--- src/rtl/load_store_unit.sv ---
// Data-memory initiator: turns CPU load/store requests into one or two aligned,
// byte-enabled word transactions and sign/zero-extends the reassembled load data.
module load_store_unit #(
  parameter int DATA_WIDTH = 32,
  parameter int ADDR_WIDTH = 32
) (
  input  logic                  clk,
  input  logic                  rst,
  input  logic                  req_valid,
  input  logic                  req_write,
  input  logic [2:0]            SizeCtr,
  input  logic [ADDR_WIDTH-1:0] req_addr,
  input  logic [DATA_WIDTH-1:0] req_wdata,
  output logic                  req_ready,
  output logic                  stall,
  output logic                  rsp_valid,
  output logic [DATA_WIDTH-1:0] rsp_rdata,
  output logic                  err,
  output logic                  mem_req,
  output logic                  mem_we,
  output logic [ADDR_WIDTH-1:0] mem_addr,
  output logic [3:0]            mem_be,
  output logic [DATA_WIDTH-1:0] mem_wdata,
  input  logic                  mem_gnt,
  input  logic                  mem_rvalid,
  input  logic [DATA_WIDTH-1:0] mem_rdata
);

  typedef enum logic [2:0] {IDLE, REQ0, RSP0, REQ1, RSP1, DONE} state_t;

  state_t                  state_reg, state_next;
  logic                    write_reg;
  logic [2:0]              size_reg;
  logic [ADDR_WIDTH-1:0]   addr_reg;
  logic [DATA_WIDTH-1:0]   wdata_reg;
  logic [DATA_WIDTH-1:0]   lo_reg;
  logic                    err_reg;
  logic [DATA_WIDTH-1:0]   rdata_reg;

  logic                    accept;
  logic                    legal_in;
  logic [1:0]              off;
  logic [3:0]              mask;
  logic [7:0]              be8;
  logic [2*DATA_WIDTH-1:0] wd64;
  logic                    split;
  logic [ADDR_WIDTH-1:0]   addr0, addr1;
  logic [DATA_WIDTH-1:0]   lo_src, hi_src, raw, load_result;
  logic [ADDR_WIDTH-1:0]   txn_addr;
  logic [3:0]              txn_be;
  logic [DATA_WIDTH-1:0]   txn_wd;

  function automatic logic size_legal(input logic wr, input logic [2:0] sz);
    case (sz)
      3'b000, 3'b001, 3'b010: return 1'b1;
      3'b100, 3'b101:         return !wr;
      default:                return 1'b0;
    endcase
  endfunction

  assign req_ready = (state_reg == IDLE);
  assign stall     = ~req_ready;
  assign accept    = req_valid && req_ready;
  assign legal_in  = size_legal(req_write, SizeCtr);

  // Lane maths works on the registered request so it stays stable across waits.
  assign off = addr_reg[1:0];
  always_comb begin
    case (size_reg[1:0])
      2'b00:   mask = 4'b0001;
      2'b01:   mask = 4'b0011;
      default: mask = 4'b1111;
    endcase
  end
  assign be8   = {4'b0000, mask} << off;
  assign wd64  = {{DATA_WIDTH{1'b0}}, wdata_reg} << {off, 3'b000};
  assign split = |be8[7:4];
  assign addr0 = {addr_reg[ADDR_WIDTH-1:2], 2'b00};
  assign addr1 = addr0 + ADDR_WIDTH'(4);

  // The final read word is taken straight off the bus so the result can be
  // registered on the same edge that enters DONE.
  assign lo_src = (state_reg == RSP0) ? mem_rdata : lo_reg;
  assign hi_src = (state_reg == RSP1) ? mem_rdata : '0;
  assign raw    = DATA_WIDTH'({hi_src, lo_src} >> {off, 3'b000});

  always_comb begin
    case (size_reg)
      3'b000:  load_result = {{24{raw[7]}}, raw[7:0]};
      3'b100:  load_result = {24'h000000, raw[7:0]};
      3'b001:  load_result = {{16{raw[15]}}, raw[15:0]};
      3'b101:  load_result = {16'h0000, raw[15:0]};
      default: load_result = raw;
    endcase
  end

  always_ff @(posedge clk) begin
    if (rst) state_reg <= IDLE;
    else     state_reg <= state_next;
  end

  always_comb begin
    state_next = state_reg;
    mem_req    = 1'b0;
    mem_we     = 1'b0;
    txn_addr   = '0;
    txn_be     = 4'b0000;
    txn_wd     = '0;
    case (state_reg)
      IDLE: begin
        if (accept) state_next = legal_in ? REQ0 : DONE;
      end
      REQ0: begin
        mem_req  = 1'b1;
        mem_we   = write_reg;
        txn_addr = addr0;
        txn_be   = be8[3:0];
        txn_wd   = wd64[DATA_WIDTH-1:0];
        if (mem_gnt) begin
          if (!write_reg) state_next = RSP0;
          else            state_next = split ? REQ1 : DONE;
        end
      end
      RSP0: begin
        if (mem_rvalid) state_next = split ? REQ1 : DONE;
      end
      REQ1: begin
        mem_req  = 1'b1;
        mem_we   = write_reg;
        txn_addr = addr1;
        txn_be   = be8[7:4];
        txn_wd   = wd64[2*DATA_WIDTH-1:DATA_WIDTH];
        if (mem_gnt) state_next = write_reg ? DONE : RSP1;
      end
      RSP1: begin
        if (mem_rvalid) state_next = DONE;
      end
      DONE:    state_next = IDLE;
      default: state_next = IDLE;
    endcase
  end

  always_ff @(posedge clk) begin
    if (rst) begin
      write_reg <= 1'b0;
      size_reg  <= 3'b000;
      addr_reg  <= '0;
      wdata_reg <= '0;
      lo_reg    <= '0;
      err_reg   <= 1'b0;
      rdata_reg <= '0;
    end else begin
      if (accept) begin
        write_reg <= req_write;
        size_reg  <= SizeCtr;
        addr_reg  <= req_addr;
        wdata_reg <= req_wdata;
        err_reg   <= !legal_in;
      end
      if (state_reg == RSP0 && mem_rvalid) lo_reg <= mem_rdata;
      if (accept && !legal_in)
        rdata_reg <= '0;
      else if ((state_reg == RSP0 || state_reg == RSP1) && state_next == DONE)
        rdata_reg <= load_result;
    end
  end

  assign rsp_valid = (state_reg == DONE);
  assign err       = rsp_valid && err_reg;
  assign rsp_rdata = rdata_reg;
  assign mem_addr  = txn_addr;
  assign mem_be    = txn_be;

  // Lanes outside the byte enables are driven to zero.
  for (genvar gi = 0; gi < 4; gi++) begin : g_lane
    assign mem_wdata[8*gi +: 8] = txn_be[gi] ? txn_wd[8*gi +: 8] : 8'h00;
  end

endmodule

--- config.mk ---
export PLATFORM = sky130hd
export DESIGN_NAME = load_store_unit
export DESIGN_NICKNAME = d
export VERILOG_FILES = /design/src/rtl/load_store_unit.sv
export SDC_FILE = /design/constraint.sdc
export NUM_CORES = 1
export LEC_CHECK = 0
export ABC_CLOCK_PERIOD_IN_PS = 5500
export CAP_MARGIN = 5
export CORE_ASPECT_RATIO = 1.75
export CORE_UTILIZATION = 65
export DETAILED_ROUTE_END_ITERATION = 10
export DONT_BUFFER_PORTS = 1
export GPL_TIMING_DRIVEN = 0
export HOLD_SLACK_MARGIN = 0.02
export PLACE_DENSITY_LB_ADDON = 0.08
export SLEW_MARGIN = 5
export SYNTH_ARGS = -nofsm -noshare
export SYNTH_HDL_FRONTEND = slang
export SYNTH_SLANG_ARGS = --single-unit
--- constraint.sdc ---
create_clock -name clk -period 5.5 [get_ports clk]
set_input_delay 1.1 -clock clk [delete_from_list [all_inputs] [get_ports clk]]
set_output_delay 1.1 -clock clk [all_outputs]
set_load 0.02 [all_outputs]
==> results.txt, run 1 <==
----------------------------------------------------
[STA]
  Post-route minimum period ... 4550 ps
  Number of max-slew violations in the final report ... 0
  Final sum of negative setup slack ... 0 ps
  F_max ... about 220 MHz
  Endpoints failing setup ... 0
  Worst Skew ... 11.7 ps
  Setup repair after global routing missed its margin ... no
  Hold Fails Final Rpt ... 0
  Portion of the clock cycle consumed by the worst path in the final layout ... 0.827
  Worst slew pin tran ... about 1400 ps
  Headroom to the max-slew limit ... 0.0500

[Synthesis]
  Number of synthesized register bits ... 136
  Post-synth cell types ... 60
  Cell count after synthesis ... roughly 1000
  Yosys warning count ... 0
  Average size of a mapped cell ... between 7 and 8 sq um
  Main flop type after synthesis ... dfxtp_1
  Number of flops mapped to enable cells by yosys ... 0
  Syn Std Cell Area ... approximately 8000 sq um
  Fraction of the yosys area taken by sequential cells ... 0.342
  Async set-or-reset flop fraction in the synthesized netlist ... 0

[Power and ir drop]
  Sum of internal, switching and leakage power ... ~3.1 mW
  Net switching power of the design ... between 1 and 1.5 mW
  Clock power frac ... 0.405
  Internal cell power ... 2.08 mW
  Switch share ... 0.335
  Areal power density over the cells ... ~360 nW/um^2
  Leakage dissipation ... between 2 and 3 nW
  Share of total power in sequential cells ... 0.380
  Highest ir drop seen on vdd ... around 0.32 mV
  Logic gate share of total power ... 0.215

[Setup path]
  Nature of the critical path endpoint ... primary output
  Cell chain of the critical path ... clkbuf_1 > clkbuf_1 > nor3b_2 > nor3b_2 > a32oi_1 > o21ai_0
  Longest individual stage delay on the worst path ... roughly 770 ps
  Critical path start-end classification ... flip-flop to primary output
  Arrival time reported for the critical path endpoint ... approximately 3500 ps
  Required time of the critical path ... between 4000 and 5000 ps
  Largest fanout on the critical path ... 10
  Crit path launch type ... flip-flop
  Highest-delay cell along the critical path ... nor3b_2

[Detailed routing]
  DR pass1 iterations ... 5
  Drt initial violations ... 465
  Average detailed-routed wire length per instance ... 21.5 microns
  Number of remaining DRC errors ... 0
  WL final ... between 20 and 30 mm
  Vias per std cell ... roughly 6.5
  Vias after detailed routing ... just under 8000
  Number of nets still failing antenna checks after routing ... 0

[Clock tree]
  Clock transition at the registers of the reported paths ... around 70 ps
  Clock latency reported for the late side of the worst-skew pair ... between 400 and 500 ps
  CTS tree ... yes
  Maximum clock path buffer count ... 2
  Clock root buffer ... clkbuf_16
  Total of cells resized after clock tree synthesis ... 0
  Hold buffers post-CTS ... 0
  # clock sinks ... about 140
  TritonCTS buffer count ... 17
  CTS HTree Levels ... 4
  Number of buffers inserted by post-CTS setup repair ... 0

[Global routing]
  Global-route total usage across every layer ... 0.412
  Global-route wire length before repair ... 39.8 mm
  Total congestion overflow ... 0
  Number of global-route vias before repair ... around 7700
  Maximum number of pins on one net before global-route repair ... 17
  Antenna violations before repair ... 0

[Place]
  Post-detailed-placement half-perimeter wirelength ... approximately 19 mm
  Final GP Congestion ... ~0.94
  Count of placed standard cells including taps ... approximately 1200
  Port Buffer Count ... 0

[Floorplan]
  Core Region ... between 10000 and 15000 sq um
  Horizontal die dimension ... 85.7 microns
  Number of placement rows ... 53
  Initial core utilization ... 0.664
  Boundary pin count ... about 210
  Die Y ... around 150 microns
  Die area ... about 13000 sq um

[Cells and area]
  Final layout net count ... between 1000 and 1500
  Final std cells w/o fill ... 1219
  Commonest cells after routing, fill and taps aside ... nand2_1 (245), dfxtp_1 (136), a21oi_1 (135), nor2_1 (65), clkbuf_1 (56)
  Share of final-layout standard cells stronger than drive strength 1 ... 0.102
  Number of antenna cells inserted ... 0
  Leading cell type in the layout, fill and taps excluded ... nand2_1
  Syn-to-layout area delta ... 10.8%

[Worst hold path]
  Worst min-delay path class ... flip-flop to flip-flop

[Run status]
  Outcome ... completed

[Run]
  Total of max-cap violations ... 0

----------------------------------------------------
critical path, delay by kind of cell, from the launching register on:
family,cells,cell delay (ps)
AO/OA/AOI/OAI,2,710
AND/OR/NAND/NOR,2,1470
flip-flops,1,320
buffers and inverters,2,520
power groups by stage:
stage	Clock, mW	Combinational [mW]	Sequential (mW)
2_1_floorplan	0	0.508	1.18
3_3_place_gp	0	0.648	1.21
3_5_place_dp	0	0.658	1.21
4_1_cts	1.27	0.664	1.19
5_1_grt	1.32	0.729	1.20
6_report	1.27	0.675	1.19
worst paths after layout:
path | cells past startpoint | start | slack [ps] | endpoint
max reg2reg | 6 | addr_reg[1] | 2540 | rsp_rdata[21]
min reg2reg | 2 | lo_reg[5] | 450 | lo_reg[5]
max | 6 | state_reg[1] | 950 | mem_wdata[18]
min | 2 | lo_reg[5] | 450 | lo_reg[5]
synthesized netlist by cell type (all sizes together) (4+ instances only):
cell | number | area, sq um
buf | 33 | 178
nand2b | 5 | 31.3
inv | 10 | 37.5
o22ai | 8 | 50.1
xor2 | 6 | 52.6
nor3b | 5 | 52.6
mux2i | 53 | 531
and4 | 4 | 35.0
o21ai | 51 | 255
a22oi | 18 | 135
xnor2 | 19 | 166
nand2 | 245 | 920
mux2 | 17 | 191
o211ai | 14 | 105
o221a | 10 | 113
nand3 | 11 | 55.1
nor2 | 65 | 244
mux4 | 22 | 495
a31oi | 8 | 87.6
dfxtp | 136 | 2720
nand4 | 6 | 37.5
and3 | 4 | 25.0
a211oi | 8 | 60.1
nor4 | 5 | 31.3
a21oi | 136 | 684
nor2b | 8 | 57.6
and2 | 8 | 50.1
clkbuf | 56 | 210
nor3 | 19 | 95.1
or3 | 7 | 48.8
metrics by stage:
step	worst slack [ps]	util	hold WS, ps	instance area [sq um]
global route	865	0.736	477	8830
CTS	1030	0.736	456	8830
global placement	1520	0.681	440	8180
finish	949	0.736	453	8830
detailed placement	1490	0.681	447	8180
floorplan	2290	-	433	7970
routing by layer:
layer | GRT usage | share of wire | routed length (microns)
met1 | 0.402 | 0.33 | 8650
met2 | 0.719 | 0.51 | 13300
met3 | 0.122 | 0.088 | 2320
met4 | 0.312 | 0.075 | 1970
met5 | 0 | 0 | 0
cells by family after synthesis:
group                    synth area share
buffers and inverters              0.0539
AO/OA/AOI/OAI                       0.203
flip-flops                          0.342
adder cells (fa/ha/maj)           0.00157
multiplexers                        0.153
other                            0.000471
XOR/XNOR                           0.0275
AND/OR/NAND/NOR                     0.219
cell type report:
| cell class | instances | area (sq um) |
|---|---|---|
| clock buffer | 18 | 439 |
| inverter | 11 | 41.3 |
| buffer | 89 | 388 |
| sequential | 136 | 2720 |
| tap | 165 | 206 |
| multi-input combinational | 786 | 4820 |
| fill | 981 | 3170 |
| clock inverter | 14 | 211 |
(Power assumes the default switching activity.)
==> inputs of run 2 (changes only) <==
--- a/config.mk
+++ b/config.mk
@@ -5,10 +5,10 @@
 export SDC_FILE = /design/constraint.sdc
 export NUM_CORES = 1
 export LEC_CHECK = 0
-export ABC_CLOCK_PERIOD_IN_PS = 5500
+export ABC_CLOCK_PERIOD_IN_PS = 4150
 export CAP_MARGIN = 5
 export CORE_ASPECT_RATIO = 1.75
-export CORE_UTILIZATION = 65
+export CORE_UTILIZATION = 58
 export DETAILED_ROUTE_END_ITERATION = 10
 export DONT_BUFFER_PORTS = 1
 export GPL_TIMING_DRIVEN = 0
==> constraint.sdc (replaced) <==
create_clock -name clk -period 4.15 [get_ports clk]
set_input_delay 0.83 -clock clk [delete_from_list [all_inputs] [get_ports clk]]
set_output_delay 0.83 -clock clk [all_outputs]
set_load 0.02 [all_outputs]
==> results.txt, run 2 (synthesis gave the netlist of run 1 again) <==
----------------------------------------------------
[Global routing]
  Global-route wire length before repair ... 40.0 mm (+0.50%)
  Global-route total usage across every layer ... 0.369 (-0.0428)
  Number of global-route vias before repair ... 7680 (+0.21%)
  Total congestion overflow ... 0 (unchanged)
  Antenna violations before repair ... 0 (unchanged)
  Maximum number of pins on one net before global-route repair ... 17 (unchanged)

[Clock tree]
  Clock latency reported for the late side of the worst-skew pair ... 420 ps (-20 ps)
  Maximum clock path buffer count ... 2 (unchanged)
  Clock transition at the registers of the reported paths ... 60 ps (about the same)
  Number of buffers inserted by post-CTS setup repair ... 0 (unchanged)
  Hold buffers post-CTS ... 0 (unchanged)
  CTS HTree Levels ... 4 (unchanged)
  TritonCTS buffer count ... 17 (unchanged)
  # clock sinks ... 136 (unchanged)
  CTS tree ... yes
  Clock root buffer ... clkbuf_16

[Setup path]
  Crit path launch type ... flip-flop
  Critical path start-end classification ... flip-flop to primary output
  Largest fanout on the critical path ... 10 (unchanged)
  Arrival time reported for the critical path endpoint ... 3330 ps (-120 ps)
  Highest-delay cell along the critical path ... a211oi_1
  Cell chain of the critical path ... buf_2 > buf_1 > buf_1 > o21a_1 > o21ai_1 > a211oi_1
  Nature of the critical path endpoint ... primary output
  Longest individual stage delay on the worst path ... 750 ps (-20 ps)
  Required time of the critical path ... 3320 ps (-1080 ps)
  Cell type with the highest occurrence count on the critical path ... buf_1

[Cells and area]
  Final cell area excluding filler cells ... 8810 sq um (-0.18%)
  Syn-to-layout area delta ... 10.6%
  Post-route core utilization ... 0.658 (-0.0771)
  Commonest cells after routing, fill and taps aside ... nand2_1 (245), dfxtp_1 (136), a21oi_1 (135), nor2_1 (65), clkbuf_1 (57)
  Footprint of the multi-input gates ... 4850 sq um (+0.67%)
  Number of antenna cells inserted ... 0 (unchanged)
  Leading cell type in the layout, fill and taps excluded ... nand2_1
  Final layout net count ... 1147 (unchanged)
  Share of final-layout standard cells stronger than drive strength 1 ... 0.105 (+0.00285)
  Filler Cells Inserted ... 1212 (+24%)
  Area taken by flip-flops and latches ... 2720 sq um (unchanged)

[Floorplan]
  Boundary pin count ... 211 (unchanged)
  Horizontal die dimension ... 90.6 microns (+5.7%)
  Core Region ... 13400 sq um (+11%)
  Die Y ... 157 microns (+5.8%)
  Initial core utilization ... 0.595 (-0.0685)
  Die area ... 14200 sq um (+12%)
  Number of placement rows ... 56 (+5.7%)

[STA]
  Number of max-slew violations in the final report ... 0 (unchanged)
  Hold Fails Final Rpt ... 0 (unchanged)
  Portion of the clock cycle consumed by the worst path in the final layout ... 1.00
  Post-route minimum period ... about 4200 ps
  Setup repair after global routing missed its margin ... yes
  Endpoints failing setup ... 1 (+1)
  Worst slew pin tran ... 923 ps (-491 ps)
  Final worst hold slack ... 453 ps (+0.0100 ps)
  Worst Skew ... 7.87 ps (-3.87 ps)
  Headroom to the max-slew limit ... 0.380 (+0.330)
  Worst setup margin ... -13.2 ps (-962 ps)
  F_max ... around 240 MHz
  Final sum of negative setup slack ... -13.2 ps (-13.2 ps)

[Detailed routing]
  Number of nets still failing antenna checks after routing ... 0 (unchanged)
  Vias after detailed routing ... 7716 (-2.4%)
  Drt initial violations ... 399 (-14%)
  Number of remaining DRC errors ... 0 (unchanged)
  Vias per std cell ... 6.28 (-3.1%)
  Average detailed-routed wire length per instance ... 21.6 microns (+0.25%)
  WL final ... 26.5 mm (+0.99%)
  DR pass1 iterations ... 5 (unchanged)

[Run status]
  Outcome ... finished, violations left
  Failing checks ... setup timing

[Place]
  Post-detailed-placement half-perimeter wirelength ... 20.2 mm (+5.3%)
  Total cell area at the placement stage ... 8190 sq um (+0.14%)
  Final GP Congestion ... 0.949 (+0.67%)
  Port Buffer Count ... 0 (unchanged)

[Power and ir drop]
  Sum of internal, switching and leakage power ... 4.00 mW (+27%)
  Leakage dissipation ... 2.79 nW (-1.5%)
  Areal power density over the cells ... 454 nW/um^2 (+28%)
  Highest ir drop seen on vdd ... 0.349 mV (+11%)

[Run]
  Total of max-cap violations ... 0 (unchanged)

[Worst hold path]
  Worst min-delay path class ... flip-flop to flip-flop

----------------------------------------------------
## run 2: cell types whose count changed in the layout (fill, tap and decap cells not counted), moves of 2 or more
cell,delta
o21ai_0,-4
o21ai_1,+4
a211oi_1,-3
a211oi_2,+3
clkinvlp_4,+3
bufinv_16,-2
inv_6,-2
inv_8,-2
nor3b_2,-2
nor3b_4,+2
## run 2: layer usage
layer / vias up / wire length, microns / track usage
met5: - / 0 / 0
met4: 0 / 1790 / 0.305
met3: 111 / 1970 / 0.0870
met2: 374 / 13900 / 0.663
met1: 3597 / 8830 / 0.355
li1: 3634 / - / -
## run 2: power breakdown
part	internal, mW	leakage [nW]	switching, mW	total, mW
Clock	0.906	0.276	0.613	1.52
Sequential	1.43	1.11	0.154	1.58
Combinational	0.303	1.41	0.596	0.899
## run 2: timing repair
item / in CTS / in global routing
pin swaps: 0 / 0
setup endpoints to repair: 2 / 11
gates resized for setup: 1 / 8
hold endpoints to repair: 0 / 0
## run 2: cell type report
| cell class | instances | share of cell area |
|---|---|---|
| Sequential cell | 136 | 0.309 |
| Clock inverter | 13 | 0.0168 |
| Inverter | 11 | 0.00469 |
| Multi-Input combinational cell | 786 | 0.551 |
| Clock buffer | 19 | 0.0503 |
| Tap cell | 174 | 0.0247 |
| Buffer | 89 | 0.0440 |
## run 2: final timing paths
kind | slack, ps | end | from | depth (start not counted)
worst min-delay path | 450 | lo_reg[3] | lo_reg[3] | 2
worst max-delay path | -10 | mem_wdata[28] | addr_reg[1] | 6
worst min register to register | 450 | lo_reg[3] | lo_reg[3] | 2
worst max register to register | 1100 | rsp_rdata[21] | addr_reg[1] | 6
## run 2: critical path: cells and delay by family, from the launching register on
family / cells / cell delay, ps
AOI/OAI and AO/OA: 3 / 1230
buffers and inverters: 3 / 1370
DFF: 1 / 310
## run 2: stage by stage
step	instances	setup WS (ps)
2_1_floorplan	1022	1210
3_3_place_gp	1196	458
3_5_place_dp	1196	442
4_1_cts	1228	-37.4
5_1_grt	1228	-103
6_report	1228	-13.2
==> inputs of run 3 (changes only) <==
--- a/config.mk
+++ b/config.mk
@@ -5,7 +5,7 @@
 export SDC_FILE = /design/constraint.sdc
 export NUM_CORES = 1
 export LEC_CHECK = 0
-export ABC_CLOCK_PERIOD_IN_PS = 4150
+export ABC_CLOCK_PERIOD_IN_PS = 3600
 export CAP_MARGIN = 5
 export CORE_ASPECT_RATIO = 1.75
 export CORE_UTILIZATION = 58
==> constraint.sdc (replaced) <==
create_clock -name clk -period 3.6 [get_ports clk]
set_input_delay 0.72 -clock clk [delete_from_list [all_inputs] [get_ports clk]]
set_output_delay 0.72 -clock clk [all_outputs]
set_load 0.02 [all_outputs]
==> results.txt, run 3 (synthesis gave the netlist of run 1 again) <==
----------------------------------------------------
[Run status]
  Outcome ... completed

[STA]
  Portion of the clock cycle consumed by the worst path in the final layout ... 0.972
  Endpoints failing setup ... 0 (-1)
  Worst Skew ... 8.18 ps (+0.308 ps)
  Post-route minimum period ... ~3500 ps
  Headroom to the max-slew limit ... 0.404 (+0.0238)
  Worst setup margin ... 100 ps (+113 ps)
  Setup repair after global routing missed its margin ... yes
  F_max ... between 200 and 300 MHz
  Final worst hold slack ... 428 ps (-24.9 ps)
  Final sum of negative setup slack ... 0 ps (+13.2 ps)
  Worst slew pin tran ... 888 ps (-35.4 ps)
  Number of max-slew violations in the final report ... 0 (unchanged)
  Hold Fails Final Rpt ... 0 (unchanged)

[Floorplan]
  Boundary pin count ... 211 (unchanged)
  Core Region ... 13400 sq um (unchanged)
  Initial core utilization ... 0.595 (unchanged)
  Horizontal die dimension ... 90.6 microns (unchanged)
  Die area ... 14200 sq um (unchanged)
  Die Y ... 157 microns (unchanged)
  Number of placement rows ... 56 (unchanged)

[Detailed routing]
  Vias per std cell ... 6.31 (+0.38%)
  WL final ... 26.5 mm (+0.12%)
  DR pass1 iterations ... 6 (+1)
  Drt initial violations ... 405 (+1.5%)
  Average detailed-routed wire length per instance ... 21.5 microns (about the same)
  Number of nets still failing antenna checks after routing ... 0 (unchanged)
  Number of remaining DRC errors ... 0 (unchanged)
  Vias after detailed routing ... 7758 (+0.54%)

[Setup path]
  Capture point of the worst reg-to-reg path ... rsp_rdata[21]
  Largest fanout on the critical path ... 10 (unchanged)
  Crit path launch type ... flip-flop
  Arrival time reported for the critical path endpoint ... 2780 ps (-550 ps)
  Cell chain of the critical path ... clkbuf_2 > nand2b_1 > clkinv_1 > and3_1 > clkbuf_1 > a22oi_1 > nor2_1
  Nature of the critical path endpoint ... primary output
  Launch instance of the worst register-to-register path ... state_reg[1]
  Required time of the critical path ... 2880 ps (-440 ps)
  Critical path start-end classification ... flip-flop to primary output
  Worst-case register-to-register setup slack ... 820 ps (-280 ps)
  Longest individual stage delay on the worst path ... 420 ps (-330 ps)
  Critical path buffers and inverters ... 3 (unchanged)
  Gate family responsible for the most delay along the worst path ... buffers and inverters
  Cell depth of the worst flop-to-flop path ... 7 (+1)
  Highest-delay cell along the critical path ... dfxtp_1

[Place]
  Worst setup timing slack at the placement stage ... 1.92 ps (-440 ps)
  Post-detailed-placement half-perimeter wirelength ... 20.2 mm (unchanged)
  Port Buffer Count ... 0 (unchanged)
  Final GP Congestion ... 0.949 (unchanged)

[Cells and area]
  Leading cell type in the layout, fill and taps excluded ... nand2_1
  Filler Cells Inserted ... 1196 (-1.3%)
  Final layout net count ... 1149 (+0.17%)
  Share of final-layout standard cells stronger than drive strength 1 ... 0.125 (+0.0197)
  Commonest cells after routing, fill and taps aside ... nand2_1 (245), dfxtp_1 (136), a21oi_1 (135), nor2_1 (65)
  Number of antenna cells inserted ... 0 (unchanged)
  Syn-to-layout area delta ... 11.6%

[Global routing]
  Maximum number of pins on one net before global-route repair ... 20 (+3)
  Total congestion overflow ... 0 (unchanged)
  Antenna violations before repair ... 0 (unchanged)
  Global-route total usage across every layer ... 0.370 (+0.000721)
  Global-route wire length before repair ... 40.1 mm (+0.22%)
  Number of global-route vias before repair ... 7689 (+0.12%)

[Run]
  Total of max-cap violations ... 0 (unchanged)

[Clock tree]
  Hold buffers post-CTS ... 0 (unchanged)
  # clock sinks ... 136 (unchanged)
  CTS HTree Levels ... 4 (unchanged)
  Clock root buffer ... clkbuf_16
  TritonCTS buffer count ... 17 (unchanged)
  CTS tree ... yes
  Maximum clock path buffer count ... 2 (unchanged)
  Clock latency reported for the late side of the worst-skew pair ... 420 ps (about the same)
  Clock transition at the registers of the reported paths ... 60 ps (about the same)

[Power and ir drop]
  Highest ir drop seen on vdd ... 0.408 mV (+17%)
  Leakage dissipation ... 2.84 nW (+1.8%)
  Areal power density over the cells ... 521 nW/um^2 (+15%)
  Sum of internal, switching and leakage power ... 4.63 mW (+16%)

[Worst hold path]
  Hold Startpoint ... req_addr[25]
  Worst min-delay path class ... input pin to flip-flop
  Worst hold path depth ... 2 (unchanged)
  Hold endpoint ... addr_reg[25]

----------------------------------------------------
## run 3: repair_timing
item                                    4_1_cts  5_1_grt
gates resized for setup                      24       14
setup buffers                                 0        3
hold endpoints to repair                      0        0
endpoints found under the setup margin       21       36
pin swaps                                     0        0
gates cloned                                  0        0
## run 3: power breakdown
part           switching, mW  leakage [nW]  internal, mW
Sequential             0.178          1.11          1.64
Combinational          0.697          1.46         0.361
Clock                  0.707         0.276          1.05
Total                   1.58          2.84          3.05
## run 3: worst max-delay path by stage
stage	cells after the start	slack, ps	endpoint	from
4_1_cts	7	-8	mem_wdata[18]	state_reg[1]
3_5_place_dp	6	2	mem_wdata[18]	state_reg[1]
5_1_grt	5	-20	mem_wdata[2]	state_reg[0]
2_1_floorplan	6	770	mem_wdata[18]	state_reg[1]
3_3_place_gp	6	20	mem_wdata[18]	state_reg[1]
6_report	7	100	mem_wdata[21]	state_reg[2]
## run 3: worst reg2reg max path, cell delays in order (launching register included)
cell	delay (ps)
dfxtp_1	320
clkbuf_2	180
clkbuf_1	290
nor2_1	210
nand4_1	410
clkbuf_1	400
o21ai_0	630
o221a_1	290
## run 3: per-stage QoR
stage / cell area [sq um] / cells / util
4_1_cts: 8840 / 1227 / 0.660
3_5_place_dp: 8190 / 1196 / 0.612
2_1_floorplan: 7970 / 1022 / -
3_3_place_gp: 8190 / 1196 / 0.612
6_report: 8890 / 1230 / 0.664
5_1_grt: 8890 / 1230 / 0.664
## run 3: routing by layer
| metal | vias to the layer above | routed length [microns] | global-route usage |
|---|---|---|---|
| met5 | - | 0 | 0 |
| met3 | 115 | 2080 | 0.0865 |
| met4 | 0 | 1960 | 0.300 |
| li1 | 3641 | - | - |
| met1 | 3618 | 8810 | 0.357 |
| met2 | 384 | 13700 | 0.666 |
## run 3: area by class of cell
type	count	area, sq um	share of cell area
clock inverters	13	148	0.0166
multi-input cells	786	4900	0.551
repair buffers	3	22.5	0.00253
inverters	11	41.3	0.00464
clock buffers	19	443	0.0498
flip-flops and latches	136	2720	0.306
plain buffers	88	397	0.0446
well taps	174	218	0.0245
